## config.mk

```make
export PLATFORM = sky130hd
export DESIGN_NAME = rex_game_core
export DESIGN_NICKNAME = d
export VERILOG_FILES = /design/src/rtl/rex_game_core.sv
export SDC_FILE = /design/constraint.sdc
export NUM_CORES = 1
export LEC_CHECK = 0
export BUFFER_PORTS_ARGS = -buffer_cell sky130_fd_sc_hd__clkbuf_2
export CAP_MARGIN = 0
export CORE_ASPECT_RATIO = 0.6
export CORE_UTILIZATION = 50
export DETAILED_ROUTE_END_ITERATION = 10
export GPL_ROUTABILITY_DRIVEN = 0
export GPL_TIMING_DRIVEN = 0
export PLACE_DENSITY = 0.71
export RECOVER_POWER = 50
export SYNTH_ARGS = -nofsm -noshare
export SYNTH_HDL_FRONTEND = slang
export SYNTH_SLANG_ARGS = --single-unit
export TNS_END_PERCENT = 20
```

## constraint.sdc

```tcl
create_clock -name clk120kHz -period 10 [get_ports clk120kHz]
set_clock_uncertainty 0.1 [all_clocks]
set_input_delay 2 -clock clk120kHz [delete_from_list [all_inputs] [get_ports clk120kHz]]
set_output_delay 2 -clock clk120kHz [all_outputs]
set_load 0.01 [all_outputs]
```

## src/rtl/rex_game_core.sv

```systemverilog
// Rex runner game core: state machine, jump model, obstacle slots, score.
// Define REX_SPEEDUP_EN to raise obstacle speed as points accumulate.
module rex_game_core #(
  parameter int N_OBS       = 2,
  parameter int REX_X       = 16,
  parameter int REX_W       = 16,
  parameter int OBS_W       = 16,
  parameter int OBS_H       = 26,
  parameter int JUMP_V      = 16,
  parameter int GRAVITY     = 2,
  parameter int SPAWN_X     = 240,
  parameter int OBS_GAP     = 120,
  parameter int SPEED0      = 8,
  parameter int SPEED_MAX   = 16,
  parameter int SPEEDUP_PTS = 10
) (
  input  logic                 clk120kHz,
  input  logic                 rst,
  input  logic                 clk6Hz,
  input  logic                 in_up,
  output logic [15:0]          rex_y,
  output logic [16*N_OBS-1:0]  obs_left,
  output logic [N_OBS-1:0]     obs_valid,
  output logic [15:0]          score,
  output logic [1:0]           game_state
);

  typedef enum logic [1:0] {
    ST_INIT = 2'd0,
    ST_PLAY = 2'd1,
    ST_OVER = 2'd3
  } state_t;

  localparam logic [15:0] L_SPAWN  = 16'(SPAWN_X);
  localparam logic [15:0] L_THR    = 16'(SPAWN_X - OBS_GAP);
  localparam logic [15:0] L_HIT_R  = 16'(REX_X + REX_W);
  localparam logic [16:0] L_HIT_L  = 17'(REX_X);
  localparam logic [16:0] L_OBS_W  = 17'(OBS_W);
  localparam logic [15:0] L_OBS_H  = 16'(OBS_H);
  localparam logic [7:0]  L_JV     = 8'(JUMP_V);
  localparam logic [7:0]  L_GRAV   = 8'(GRAVITY);
  localparam logic [15:0] L_SPEED0 =
    16'((SPEED0 > SPEED_MAX) ? SPEED_MAX : SPEED0);

  if (N_OBS < 1 || N_OBS > 4 || SPEEDUP_PTS < 1) begin : g_bad_cfg
    $error("rex_game_core: unsupported parameters");
  end

  state_t           r_state;
  logic             r_clk6_d;
  logic             r_up_d;
  logic             r_jreq;
  logic [15:0]      r_rex_y;
  logic [7:0]       r_vy;
  logic [15:0]      r_score;
  logic [15:0]      r_obs [N_OBS];
  logic [N_OBS-1:0] r_valid;

  logic             w_tick;
  logic             w_key;
  logic             w_hit;
  logic             w_step;
  logic             w_clear;
  logic [15:0]      w_speed;
  logic [16:0]      w_h_next;
  logic [15:0]      w_rex_n;
  logic [7:0]       w_vy_n;
  logic [15:0]      w_obs_n [N_OBS];
  logic [N_OBS-1:0] w_val_n;
  logic [2:0]       w_nscored;
  logic [16:0]      w_score_sum;
  logic [15:0]      w_score_n;
  logic             w_block;
  logic             w_done;

  assign w_tick  = clk6Hz & ~r_clk6_d;
  assign w_key   = in_up & ~r_up_d;
  assign w_step  = (r_state == ST_PLAY) && w_tick && !w_hit;
  assign w_clear = (r_state == ST_OVER) && w_key;

  always_comb begin
    w_hit = 1'b0;
    for (int i = 0; i < N_OBS; i++) begin
      if (r_valid[i] && (r_obs[i] < L_HIT_R) &&
          (({1'b0, r_obs[i]} + L_OBS_W) > L_HIT_L) &&
          (r_rex_y < L_OBS_H))
        w_hit = 1'b1;
    end
  end

  // vy is two's complement; bit 16 of the sum flags a landing below ground
  assign w_h_next = {1'b0, r_rex_y} + {{9{r_vy[7]}}, r_vy};

  always_comb begin
    w_rex_n = r_rex_y;
    w_vy_n  = r_vy;
    if (r_rex_y == '0 && r_vy == '0) begin
      if (r_jreq || w_key) w_vy_n = L_JV;
    end else if (w_h_next[16] || w_h_next == '0) begin
      w_rex_n = '0;
      w_vy_n  = '0;
    end else begin
      w_rex_n = w_h_next[15:0];
      w_vy_n  = r_vy - L_GRAV;
    end
  end

  always_comb begin
    w_obs_n   = r_obs;
    w_val_n   = r_valid;
    w_nscored = '0;
    w_block   = 1'b0;
    w_done    = 1'b0;
    for (int i = 0; i < N_OBS; i++) begin
      if (r_valid[i]) begin
        if (r_obs[i] < w_speed) begin
          w_val_n[i] = 1'b0;
          w_nscored  = w_nscored + 3'd1;
        end else begin
          w_obs_n[i] = r_obs[i] - w_speed;
        end
      end
    end
    for (int i = 0; i < N_OBS; i++)
      if (w_val_n[i] && w_obs_n[i] > L_THR) w_block = 1'b1;
    for (int i = 0; i < N_OBS; i++) begin
      if (!w_block && !w_done && !w_val_n[i]) begin
        w_val_n[i] = 1'b1;
        w_obs_n[i] = L_SPAWN;
        w_done     = 1'b1;
      end
    end
  end

  assign w_score_sum = {1'b0, r_score} + 17'(w_nscored);
  assign w_score_n   = w_score_sum[16] ? 16'hFFFF : w_score_sum[15:0];

  always_ff @(posedge clk120kHz) begin
    if (rst) begin
      r_state  <= ST_INIT;
      r_clk6_d <= 1'b0;
      r_up_d   <= 1'b0;
      r_jreq   <= 1'b0;
      r_rex_y  <= '0;
      r_vy     <= '0;
      r_score  <= '0;
      r_valid  <= '0;
      for (int i = 0; i < N_OBS; i++) r_obs[i] <= '0;
    end else begin
      r_clk6_d <= clk6Hz;
      r_up_d   <= in_up;
      unique case (r_state)
        ST_INIT: begin
          if (w_key) r_state <= ST_PLAY;
        end
        ST_PLAY: begin
          if (w_hit) begin
            r_state <= ST_OVER;
          end else if (w_step) begin
            r_jreq  <= 1'b0;
            r_rex_y <= w_rex_n;
            r_vy    <= w_vy_n;
            r_obs   <= w_obs_n;
            r_valid <= w_val_n;
            r_score <= w_score_n;
          end else if (w_key) begin
            r_jreq <= 1'b1;
          end
        end
        ST_OVER: begin
          if (w_clear) begin
            r_state <= ST_INIT;
            r_jreq  <= 1'b0;
            r_rex_y <= '0;
            r_vy    <= '0;
            r_score <= '0;
            r_valid <= '0;
            for (int i = 0; i < N_OBS; i++) r_obs[i] <= '0;
          end
        end
        default: r_state <= ST_INIT;
      endcase
    end
  end

`ifdef REX_SPEEDUP_EN
  logic [15:0] r_speed;
  logic [15:0] r_pts;
  logic [15:0] w_pts_sum;

  assign w_speed   = r_speed;
  assign w_pts_sum = r_pts + 16'(w_nscored);

  always_ff @(posedge clk120kHz) begin
    if (rst || w_clear) begin
      r_speed <= L_SPEED0;
      r_pts   <= '0;
    end else if (w_step && w_nscored != '0) begin
      if (w_pts_sum >= 16'(SPEEDUP_PTS)) begin
        r_pts <= '0;
        if (r_speed < 16'(SPEED_MAX)) r_speed <= r_speed + 16'd1;
      end else begin
        r_pts <= w_pts_sum;
      end
    end
  end
`else
  assign w_speed = L_SPEED0;
`endif

  for (genvar g = 0; g < N_OBS; g++) begin : g_out
    assign obs_left[16*g +: 16] = r_obs[g];
  end

  assign obs_valid  = r_valid;
  assign rex_y      = r_rex_y;
  assign score      = r_score;
  assign game_state = r_state;

endmodule

```

==> flow_metrics.env, run 1 <==
export IMPL_cts_hold_buf=0
export IMPL_drive_gt1_share_pct=8.44
export IMPL_rsz0062_at_grt="false"
export IMPL_utilization_pct=59.9
export IMPL_port_buffers=64
export IMPL_clock_sinks=72
export IMPL_end_kind="flop"
export IMPL_grt_pass1_vias=4356
export IMPL_ys_top_cells_by_area="dfxtp_1 29%, ha_1 6.9%, a21oi_1 5.8%"
export IMPL_ir_worst_vdd_uv=95.5
export IMPL_drv_slew=0
export IMPL_p_sw_share_pct=25.5
export IMPL_ys_seq_area_share_pct=29.3
export IMPL_ctsResizeCount=0
export IMPL_p_sw_w=0.000166
export IMPL_vias=5074
export IMPL_area_growth_pct=13.8
export IMPL_dieHeight_um=78.9
export IMPL_hold_class="reg -> reg"
export IMPL_async_flop_share_pct=0
export IMPL_p_leak_nw=2.23
export IMPL_drt_iter0_markers=671
export IMPL_rows=27
export IMPL_die_area_sq_um=10300
export IMPL_multi_input_area_sq_um=3250
export IMPL_vias_per_cell=6.12
export IMPL_seqPwrFrac_pct=45.2
export IMPL_grt_pass1_wl_um=23000
export IMPL_synth_top_cell_area_share_pct=29.3
export IMPL_dr_pass1_iters=5
export IMPL_grt_ovfl_total=0
export IMPL_syn_area_per_cell_sq_um=8.02
export IMPL_tightest_slew_ns=0.830
export IMPL_hold_viol_final=0
export IMPL_io_pins=72
export IMPL_slew_headroom_pct=44.2
export IMPL_final_common_cell="clkbuf_1"
export IMPL_cp_arrival_ns=5.33
export IMPL_syn_area_sq_um=4930
export IMPL_worstPathRequired_ns=10.17
export IMPL_clk_pin_slew_ns=0.05
export IMPL_fillers=900
export IMPL_ys_seq_elements=72
export IMPL_cts_inserted_buffers=9
export IMPL_cts_tree="built"
export IMPL_final_area_sq_um=5610
export IMPL_status="finished clean"
export IMPL_h_tree_depth=3
export IMPL_timing_max_cap_violations=0
export IMPL_antenna_found_initial=0
export IMPL_fp_dieW_um=130
export IMPL_power_frac_comb_pct=9.2
export IMPL_dp_slack_ns=5.01
export IMPL_p_int_w=0.000484
export IMPL_post_route_drc_count=0
export IMPL_path_max_fanout=10
export IMPL_core_sq_um=9360
export IMPL_final_antenna_net_count=0
export IMPL_ys_flop_type="dfxtp_1"
export IMPL_yosysTopAreaCell="dfxtp_1"
export IMPL_cts_root_buf="clkbuf_16"
export IMPL_wirelength_um=14600
export IMPL_grt_total_usage_pct=29.4
export IMPL_setup_tns_ns=0
export IMPL_fmax_mhz=194
export IMPL_antennaDiodeCount=0
export IMPL_postPlaceCellArea_sq_um=5430
export IMPL_ys_warn_count=0
export IMPL_power_density_nw_per_um2=116
export IMPL_ys_types=76
export IMPL_post_cts_setup_buffers=0
export IMPL_worst_slack_ns=4.83
export IMPL_wl_per_cell_um=17.6
export IMPL_synth_edf_count=0
export IMPL_min_period_ns=5.17
export IMPL_regArea_sq_um=1440
export IMPL_fin_crit_sh_pct=51.7
export IMPL_final_cell_mix="81 x clkbuf_1, 72 x dfxtp_1, 57 x a21oi_1, 54 x nor2_1, 51 x nand2_1"
export IMPL_grt_max_degree=15
export IMPL_initial_core_util_pct=52.6
export IMPL_final_nets=726
export IMPL_start_kind="flop"
export IMPL_place_detailed_hpwl_um=11100
export IMPL_clk_latency_ns=0.34
export IMPL_clkPwrFrac_pct=45.6
export IMPL_syn_instance_count=614
export IMPL_cts_path_max_buffers=2
export IMPL_setup_viol=0
export IMPL_hold_slack_ns=0.390
export IMPL_crit_type="reg -> reg"
## critical path, stage by stage (launching register included)
cell	delay, ns
dfxtp_1	0.44
inv_1	0.14
ha_1	0.23
a21boi_0	0.60
nand3_1	0.30
nor2_1	0.17
ha_1	0.15
nand2_1	0.05
o31ai_1	0.09
ha_1	0.26
inv_1	0.06
fa_1	0.44
nor2_1	0.16
nand3_1	0.15
nor2_1	0.21
nand2_1	0.12
nor4_1	0.65
clkbuf_1	0.44
o21ai_0	0.18
a21oi_1	0.15
## layout make-up
type,instances,area share [%]
Timing Repair Buffer,64,4.31
Clock inverter,3,0.312
Buffer,31,3.10
Inverter,18,1.21
Multi-Input combinational cell,498,58.0
Sequential cell,72,25.7
Tap cell,130,2.90
Clock buffer,13,4.46
## sequential cells by signal, summed over array words and instances, names as in the netlist
name / cells
score: 16
r_clk6_d: 1
game_state: 2
r_vy: 7
obs_left: 26
obs_valid: 2
rex_y: 16
r_jreq: 1
r_up_d: 1
## cell usage after synthesis (3+ instances only)
cell type,n
nand4_1,3
nand3b_1,3
buf_1,3
or2_2,6
o31ai_1,6
buf_4,7
a21o_1,8
nor2_1,54
a211oi_1,10
nor3b_1,6
nor2b_1,10
xnor2_1,6
xor2_1,12
o2111ai_1,3
dfxtp_1,72
or4_4,5
nand2b_1,7
o21ai_1,3
ha_1,27
nor3_1,34
or3_1,10
a22oi_1,4
inv_1,18
and3_1,9
mux2i_1,15
a211o_1,4
nand3_1,16
buf_2,4
nor4_1,8
o211ai_1,5
a21oi_1,57
o21ai_0,48
a31oi_1,7
clkbuf_1,13
buf_6,4
nand2_1,50
or4_1,5
nor3_2,4
## routing by layer
layer / wire, um / part of all wire (%) / track usage [%]
met1: 7430 / 51 / 46.3
met2: 5690 / 39 / 38.7
met3: 1400 / 9.5 / 7.28
met4: 115 / 0.79 / 6.51
met5: 0 / 0 / 0
## power by group through the flow
stage | registers (W) | logic (W) | clock network (W)
after floorplan | 0.000299 | 0.0000422 | 0
after global placement | 0.000300 | 0.0000572 | 0
after detailed placement | 0.000300 | 0.0000585 | 0
after CTS | 0.000293 | 0.0000589 | 0.000299
after global routing | 0.000294 | 0.0000652 | 0.000310
final | 0.000294 | 0.0000599 | 0.000296
## logic make-up after synthesis
| logic type | count (synthesis) | synth area share, % |
|---|---|---|
| AO/OA/AOI/OAI | 183 | 24.4 |
| XOR/XNOR | 19 | 3.53 |
| adder cells (fa/ha/maj) | 28 | 7.26 |
| buffers and inverters | 49 | 4.98 |
| flip-flops | 72 | 29.3 |
| multiplexers | 17 | 3.51 |
| other | 1 | 0.0761 |
| AND/OR/NAND/NOR | 245 | 27.0 |
## through the flow
stage                     power [W]  instances
after floorplan            0.000342        619
after global placement     0.000357        813
after detailed placement   0.000358        813
after CTS                  0.000652        829
after global routing       0.000669        829
final                      0.000650        829
## final timing paths
kind / slack, ns / cells after the start / startpoint / endpoint
worst max register to register: 4.83 / 19 / obs_left[5]$_SDFFE_PP0P_ / score[5]$_SDFFE_PP0P_
worst max-delay path: 4.83 / 19 / obs_left[5]$_SDFFE_PP0P_ / score[5]$_SDFFE_PP0P_
worst min-delay path: 0.39 / 2 / r_jreq$_SDFFE_PP0P_ / r_jreq$_SDFFE_PP0P_
worst min register to register: 0.39 / 2 / r_jreq$_SDFFE_PP0P_ / r_jreq$_SDFFE_PP0P_
Power figures use the tool's default switching activity.
==> run 2, diff against run 1 <==
- clock period: 10 -> 4.8 ns (I/O delays scaled with it)
==> flow_metrics.env, run 2 (synthesized netlist as in run 1, its figures left out) <==
export IMPL_setup_viol=0
export IMPL_antenna_found_initial=0
export IMPL_postPlaceCellArea_sq_um=5430
export IMPL_io_pins=72
export IMPL_grt_pass1_vias=4356
export IMPL_core_sq_um=9360
export IMPL_place_detailed_hpwl_um=11100
export IMPL_hold_class="reg -> reg"
export IMPL_clock_sinks=72
export IMPL_final_cell_mix="78 x clkbuf_1, 71 x dfxtp_1, 58 x a21oi_1, 54 x nor2_1, 50 x nand2_1"
export IMPL_initial_core_util_pct=52.6
export IMPL_power_density_nw_per_um2=240
export IMPL_hold_viol_final=0
export IMPL_h_tree_depth=3
export IMPL_wirelength_um=14600
export IMPL_clk_latency_ns=0.34
export IMPL_ir_worst_vdd_uv=199
export IMPL_grt_pass1_wl_um=23000
export IMPL_final_common_cell="clkbuf_1"
export IMPL_fp_dieW_um=130
export IMPL_cts_tree="built"
export IMPL_cts_root_buf="clkbuf_16"
export IMPL_largest_reg_flops=26
export IMPL_area_growth_pct=14.4
export IMPL_port_buffers=64
export IMPL_die_area_sq_um=10300
export IMPL_final_nets=726
export IMPL_timing_max_cap_violations=0
export IMPL_dr_pass1_iters=5
export IMPL_start_kind="flop"
export IMPL_min_period_ns=4.45
export IMPL_cts_inserted_buffers=9
export IMPL_vias=5127
export IMPL_vias_per_cell=6.18
export IMPL_grt_total_usage_pct=29.4
export IMPL_clk_pin_slew_ns=0.06
export IMPL_rsz0062_at_grt="false"
export IMPL_drv_slew=0
export IMPL_slew_headroom_pct=51.5
export IMPL_final_cells=829
export IMPL_rows=27
export IMPL_fillers=899
export IMPL_path_max_fanout=6
export IMPL_multi_input_area_sq_um=3270
export IMPL_antennaDiodeCount=0
export IMPL_final_antenna_net_count=0
export IMPL_dp_slack_ns=-0.188
export IMPL_tightest_slew_ns=0.721
export IMPL_drive_gt1_share_pct=9.30
export IMPL_reg2reg_slack_ns=0.35
export IMPL_wl_per_cell_um=17.6
export IMPL_utilization_pct=60.2
export IMPL_end_kind="flop"
export IMPL_crit_type="reg -> reg"
export IMPL_drt_iter0_markers=567
export IMPL_status="finished clean"
export IMPL_fin_crit_sh_pct=92.8
export IMPL_final_area_sq_um=5630
export IMPL_cts_path_max_buffers=2
export IMPL_fmax_mhz=225
export IMPL_regArea_sq_um=1440
export IMPL_grt_ovfl_total=0
export IMPL_cp_arrival_ns=4.57
export IMPL_dieHeight_um=78.9
export IMPL_grt_max_degree=15
export IMPL_p_leak_nw=2.26
export IMPL_dp_cells=813
export IMPL_worst_slack_ns=0.347
export IMPL_cts_hold_buf=0
export IMPL_post_route_drc_count=0
export IMPL_worstPathRequired_ns=4.91
## run 2: worst paths after layout
| kind | start | endpoint | cells after the start |
|---|---|---|---|
| min | r_jreq$_SDFFE_PP0P_ | r_jreq$_SDFFE_PP0P_ | 2 |
| min reg2reg | r_jreq$_SDFFE_PP0P_ | r_jreq$_SDFFE_PP0P_ | 2 |
| max reg2reg | obs_left[29]$_SDFFE_PP0P_ | score[14]$_SDFFE_PP0P_ | 18 |
| max | obs_left[29]$_SDFFE_PP0P_ | score[14]$_SDFFE_PP0P_ | 18 |
## run 2: power breakdown
group / internal [W] / total (W) / switching [W]
Combinational: 0.0000436 / 0.000126 / 0.0000823
Sequential: 0.000603 / 0.000612 / 0.00000808
Clock: 0.000363 / 0.000617 / 0.000255
Total: 0.00101 / 0.00135 / 0.000345
## run 2: per-layer routing
layer  routed length [um]  GRT usage [%]  vias up  share of wire [%]
met2                 5760           38.7      261                 39
li1                     -              -     2422                  -
met1                 7330           46.3     2431                 50
met3                 1420           7.28       13                9.7
met5                    0              0        -                  0
met4                  106           6.51        0               0.72
## run 2: area by class of cell
cell class / count / area share (%)
clock buffer: 13 / 4.44
clock inverter: 3 / 0.311
buffer: 31 / 3.18
tap: 130 / 2.89
multi-input combinational: 498 / 58.1
sequential: 72 / 25.6
timing repair buffer: 64 / 4.33
inverter: 18 / 1.20
## run 2: what timing repair did
item,4_1_cts,5_1_grt
setup endpoints to repair,10,15
gates cloned,0,0
buffers inserted,0,0
resized for setup,1,7
pin swaps,0,1
## run 2: per-stage QoR
| step | power [W] | TNS (ns) | hold WS [ns] |
|---|---|---|---|
| 2_1_floorplan | 0.000712 | 0 | 0.334 |
| 3_3_place_gp | 0.000743 | -0.219 | 0.369 |
| 3_5_place_dp | 0.000746 | -1.55 | 0.366 |
| 4_1_cts | 0.00136 | 0 | 0.378 |
| 5_1_grt | 0.00140 | 0 | 0.404 |
| 6_report | 0.00135 | 0 | 0.393 |
## run 2: worst max-delay path, cell delays in order, from the launching register on
cell and delay, ns:
dfxtp_1 0.31, buf_2 0.16, or4_1 0.50, buf_2 0.19, nor4_4 0.34, ha_1 0.19, nand2_1 0.05, o31ai_1 0.09
ha_1 0.26, inv_1 0.06, fa_1 0.44, nor2_1 0.16, nand3_1 0.16, nor2_1 0.21, and3_1 0.21, and3_1 0.21
and3_1 0.20, a21oi_1 0.08, a2111oi_1 0.39
==> run 3, diff against run 2 <==
- ABC_AREA: not set -> 1
- PLACE_DENSITY: 0.71 -> 0.7
==> flow_metrics.env, run 3 <==
export IMPL_ys_flop_type="dfxtp_1"
export IMPL_ir_worst_vdd_uv=186
export IMPL_synth_edf_count=0
export IMPL_final_nets=1016
export IMPL_dr_pass1_iters=6
export IMPL_cts_hold_buf=0
export IMPL_io_pins=72
export IMPL_postPlaceCellArea_sq_um=6180
export IMPL_end_kind="flop"
export IMPL_rsz0062_at_grt="false"
export IMPL_die_area_sq_um=11800
export IMPL_place_detailed_hpwl_um=12500
export IMPL_grt_pass1_wl_um=26500
export IMPL_min_period_ns=4.10
export IMPL_post_cts_setup_buffers=0
export IMPL_hp_start="score[1]$_SDFFE_PP0P_"
export IMPL_worstReg2RegEnd="score[15]$_SDFFE_PP0P_"
export IMPL_port_buffers=65
export IMPL_ys_types=43
export IMPL_wl_per_cell_um=14.3
export IMPL_reg2reg_slack_ns=0.70
export IMPL_drive_gt1_share_pct=10.3
export IMPL_fp_dieW_um=139
export IMPL_wirelength_um=16100
export IMPL_cp_arrival_ns=4.25
export IMPL_hold_class="reg -> reg"
export IMPL_drt_iter0_markers=554
export IMPL_largest_reg_flops=26
export IMPL_ys_warn_count=0
export IMPL_worstHoldEndpoint="score[1]$_SDFFE_PP0P_"
export IMPL_final_cell_mix="265 x nand2_1, 105 x inv_1, 73 x a21oi_1, 73 x clkbuf_1, 72 x dfxtp_1"
export IMPL_fin_crit_sh_pct=85.4
export IMPL_grt_max_degree=14
export IMPL_final_area_sq_um=6390
export IMPL_grt_total_usage_pct=28.3
export IMPL_start_kind="flop"
export IMPL_fillers=1115
export IMPL_antennaDiodeCount=0
export IMPL_dieHeight_um=84.4
export IMPL_tightest_slew_ns=0.669
export IMPL_fmax_mhz=244
export IMPL_p_leak_nw=3.06
export IMPL_hold_slack_ns=0.401
export IMPL_vias=5966
export IMPL_path_max_fanout=9
export IMPL_async_flop_share_pct=0
export IMPL_hold_viol_final=0
export IMPL_initial_core_util_pct=52.5
export IMPL_ys_seq_elements=72
export IMPL_setup_tns_ns=0
export IMPL_grt_pass1_vias=5120
export IMPL_post_route_drc_count=0
export IMPL_worstPathRequired_ns=4.96
export IMPL_final_common_cell="nand2_1"
export IMPL_multi_input_area_sq_um=3570
export IMPL_crit_type="reg -> reg"
export IMPL_ctsResizeCount=0
export IMPL_power_density_nw_per_um2=260
export IMPL_clk_pin_slew_ns=0.06
export IMPL_r2r_start="obs_left[5]$_SDFFE_PP0P_"
export IMPL_syn_area_sq_um=5660
export IMPL_h_tree_depth=3
export IMPL_regArea_sq_um=1440
export IMPL_cts_inserted_buffers=9
export IMPL_drv_slew=0
export IMPL_status="finished clean"
export IMPL_reg2regPathDepth=22
export IMPL_min_path_cells=2
export IMPL_cts_path_max_buffers=2
export IMPL_clk_latency_ns=0.34
export IMPL_area_growth_pct=13.0
export IMPL_core_sq_um=10800
export IMPL_timing_max_cap_violations=0
export IMPL_syn_area_per_cell_sq_um=6.27
export IMPL_clock_sinks=72
export IMPL_cts_root_buf="clkbuf_16"
export IMPL_antenna_found_initial=0
export IMPL_vias_per_cell=5.29
export IMPL_grt_ovfl_total=0
export IMPL_synth_most_common_cell="nand2_1"
export IMPL_setup_viol=0
export IMPL_synth_top_cell_area_share_pct=25.5
export IMPL_final_antenna_net_count=0
export IMPL_slew_headroom_pct=55.4
export IMPL_cts_tree="built"
export IMPL_syn_instance_count=903
export IMPL_worst_slack_ns=0.702
export IMPL_ys_seq_area_share_pct=25.5
export IMPL_synth_top_cells_by_count="264 x nand2_1, 105 x inv_1, 73 x a21oi_1"
export IMPL_dp_slack_ns=0.796
export IMPL_rows=29
export IMPL_ys_top_cells_by_area="dfxtp_1 25%, nand2_1 18%, inv_1 7.0%"
export IMPL_yosysTopAreaCell="dfxtp_1"
run 3: layout make-up:
type                            instances  share of cell area (%)
Buffer                                 30                    3.03
Clock buffer                           10                    3.74
Clock inverter                          6                    1.06
Inverter                              122                    7.20
Multi-Input combinational cell        684                    55.8
Sequential cell                        72                    22.5
Tap cell                              139                    2.72
Timing Repair Buffer                   65                    3.86
run 3: power by group:
part           internal [W]  switching (W)
combinational      0.000113       0.000216
clock              0.000418       0.000276
sequential         0.000615      0.0000251
total               0.00115       0.000517
run 3: through the flow:
step	power [W]	util, %	std cells
after floorplan	0.000894	-	908
after global placement	0.000975	57.3	1112
after detailed placement	0.000976	57.3	1112
after CTS	0.00166	60.2	1128
after global routing	0.00174	59.3	1128
final	0.00166	59.3	1128
run 3: layer usage:
metal	vias to the layer above	GRT usage [%]	wire, um
li1	3053	-	-
met1	2653	47.0	8940
met2	246	34.7	5530
met3	14	7.02	1510
met4	0	5.15	124
met5	-	0	0
run 3: how the worst max path moves through the flow:
stage,depth (start not counted),end,slack (ns),startpoint
after detailed placement,22,score[15]$_SDFFE_PP0P_,0.80,obs_left[5]$_SDFFE_PP0P_
after CTS,22,score[15]$_SDFFE_PP0P_,0.76,obs_left[5]$_SDFFE_PP0P_
after global routing,22,score[14]$_SDFFE_PP0P_,0.39,obs_left[5]$_SDFFE_PP0P_
final,22,score[15]$_SDFFE_PP0P_,0.70,obs_left[5]$_SDFFE_PP0P_
after global placement,22,score[14]$_SDFFE_PP0P_,0.81,obs_left[5]$_SDFFE_PP0P_
after floorplan,22,score[14]$_SDFFE_PP0P_,1.47,obs_left[5]$_SDFFE_PP0P_
run 3: worst max-delay path, cell delays in order, from the launching register on:
cell	delay (ns)
dfxtp_1	0.44
inv_1	0.13
ha_1	0.21
nand2_1	0.11
nand3_1	0.11
nor3_1	0.46
ha_1	0.22
nand2_1	0.05
nand2_1	0.07
ha_1	0.16
inv_1	0.06
fa_1	0.41
nor2_1	0.18
nand3_1	0.16
nor2_1	0.20
inv_1	0.12
nor2_2	0.16
inv_2	0.06
nor2_4	0.21
inv_2	0.09
nand2_1	0.07
o21ai_0	0.08
a21oi_1	0.18
run 3: kinds of logic (layout without fill, tap and decap cells):
family	count (synthesis)	count (layout)	synth area share [%]
AOI/OAI and AO/OA	138	138	13.0
xor gates and xnor gates	29	29	4.62
adders and majority gates	28	28	6.32
buffers and inverters	152	233	11.6
DFF	72	72	25.5
other	1	6	0.0663
and+or+nand+nor	483	483	38.9
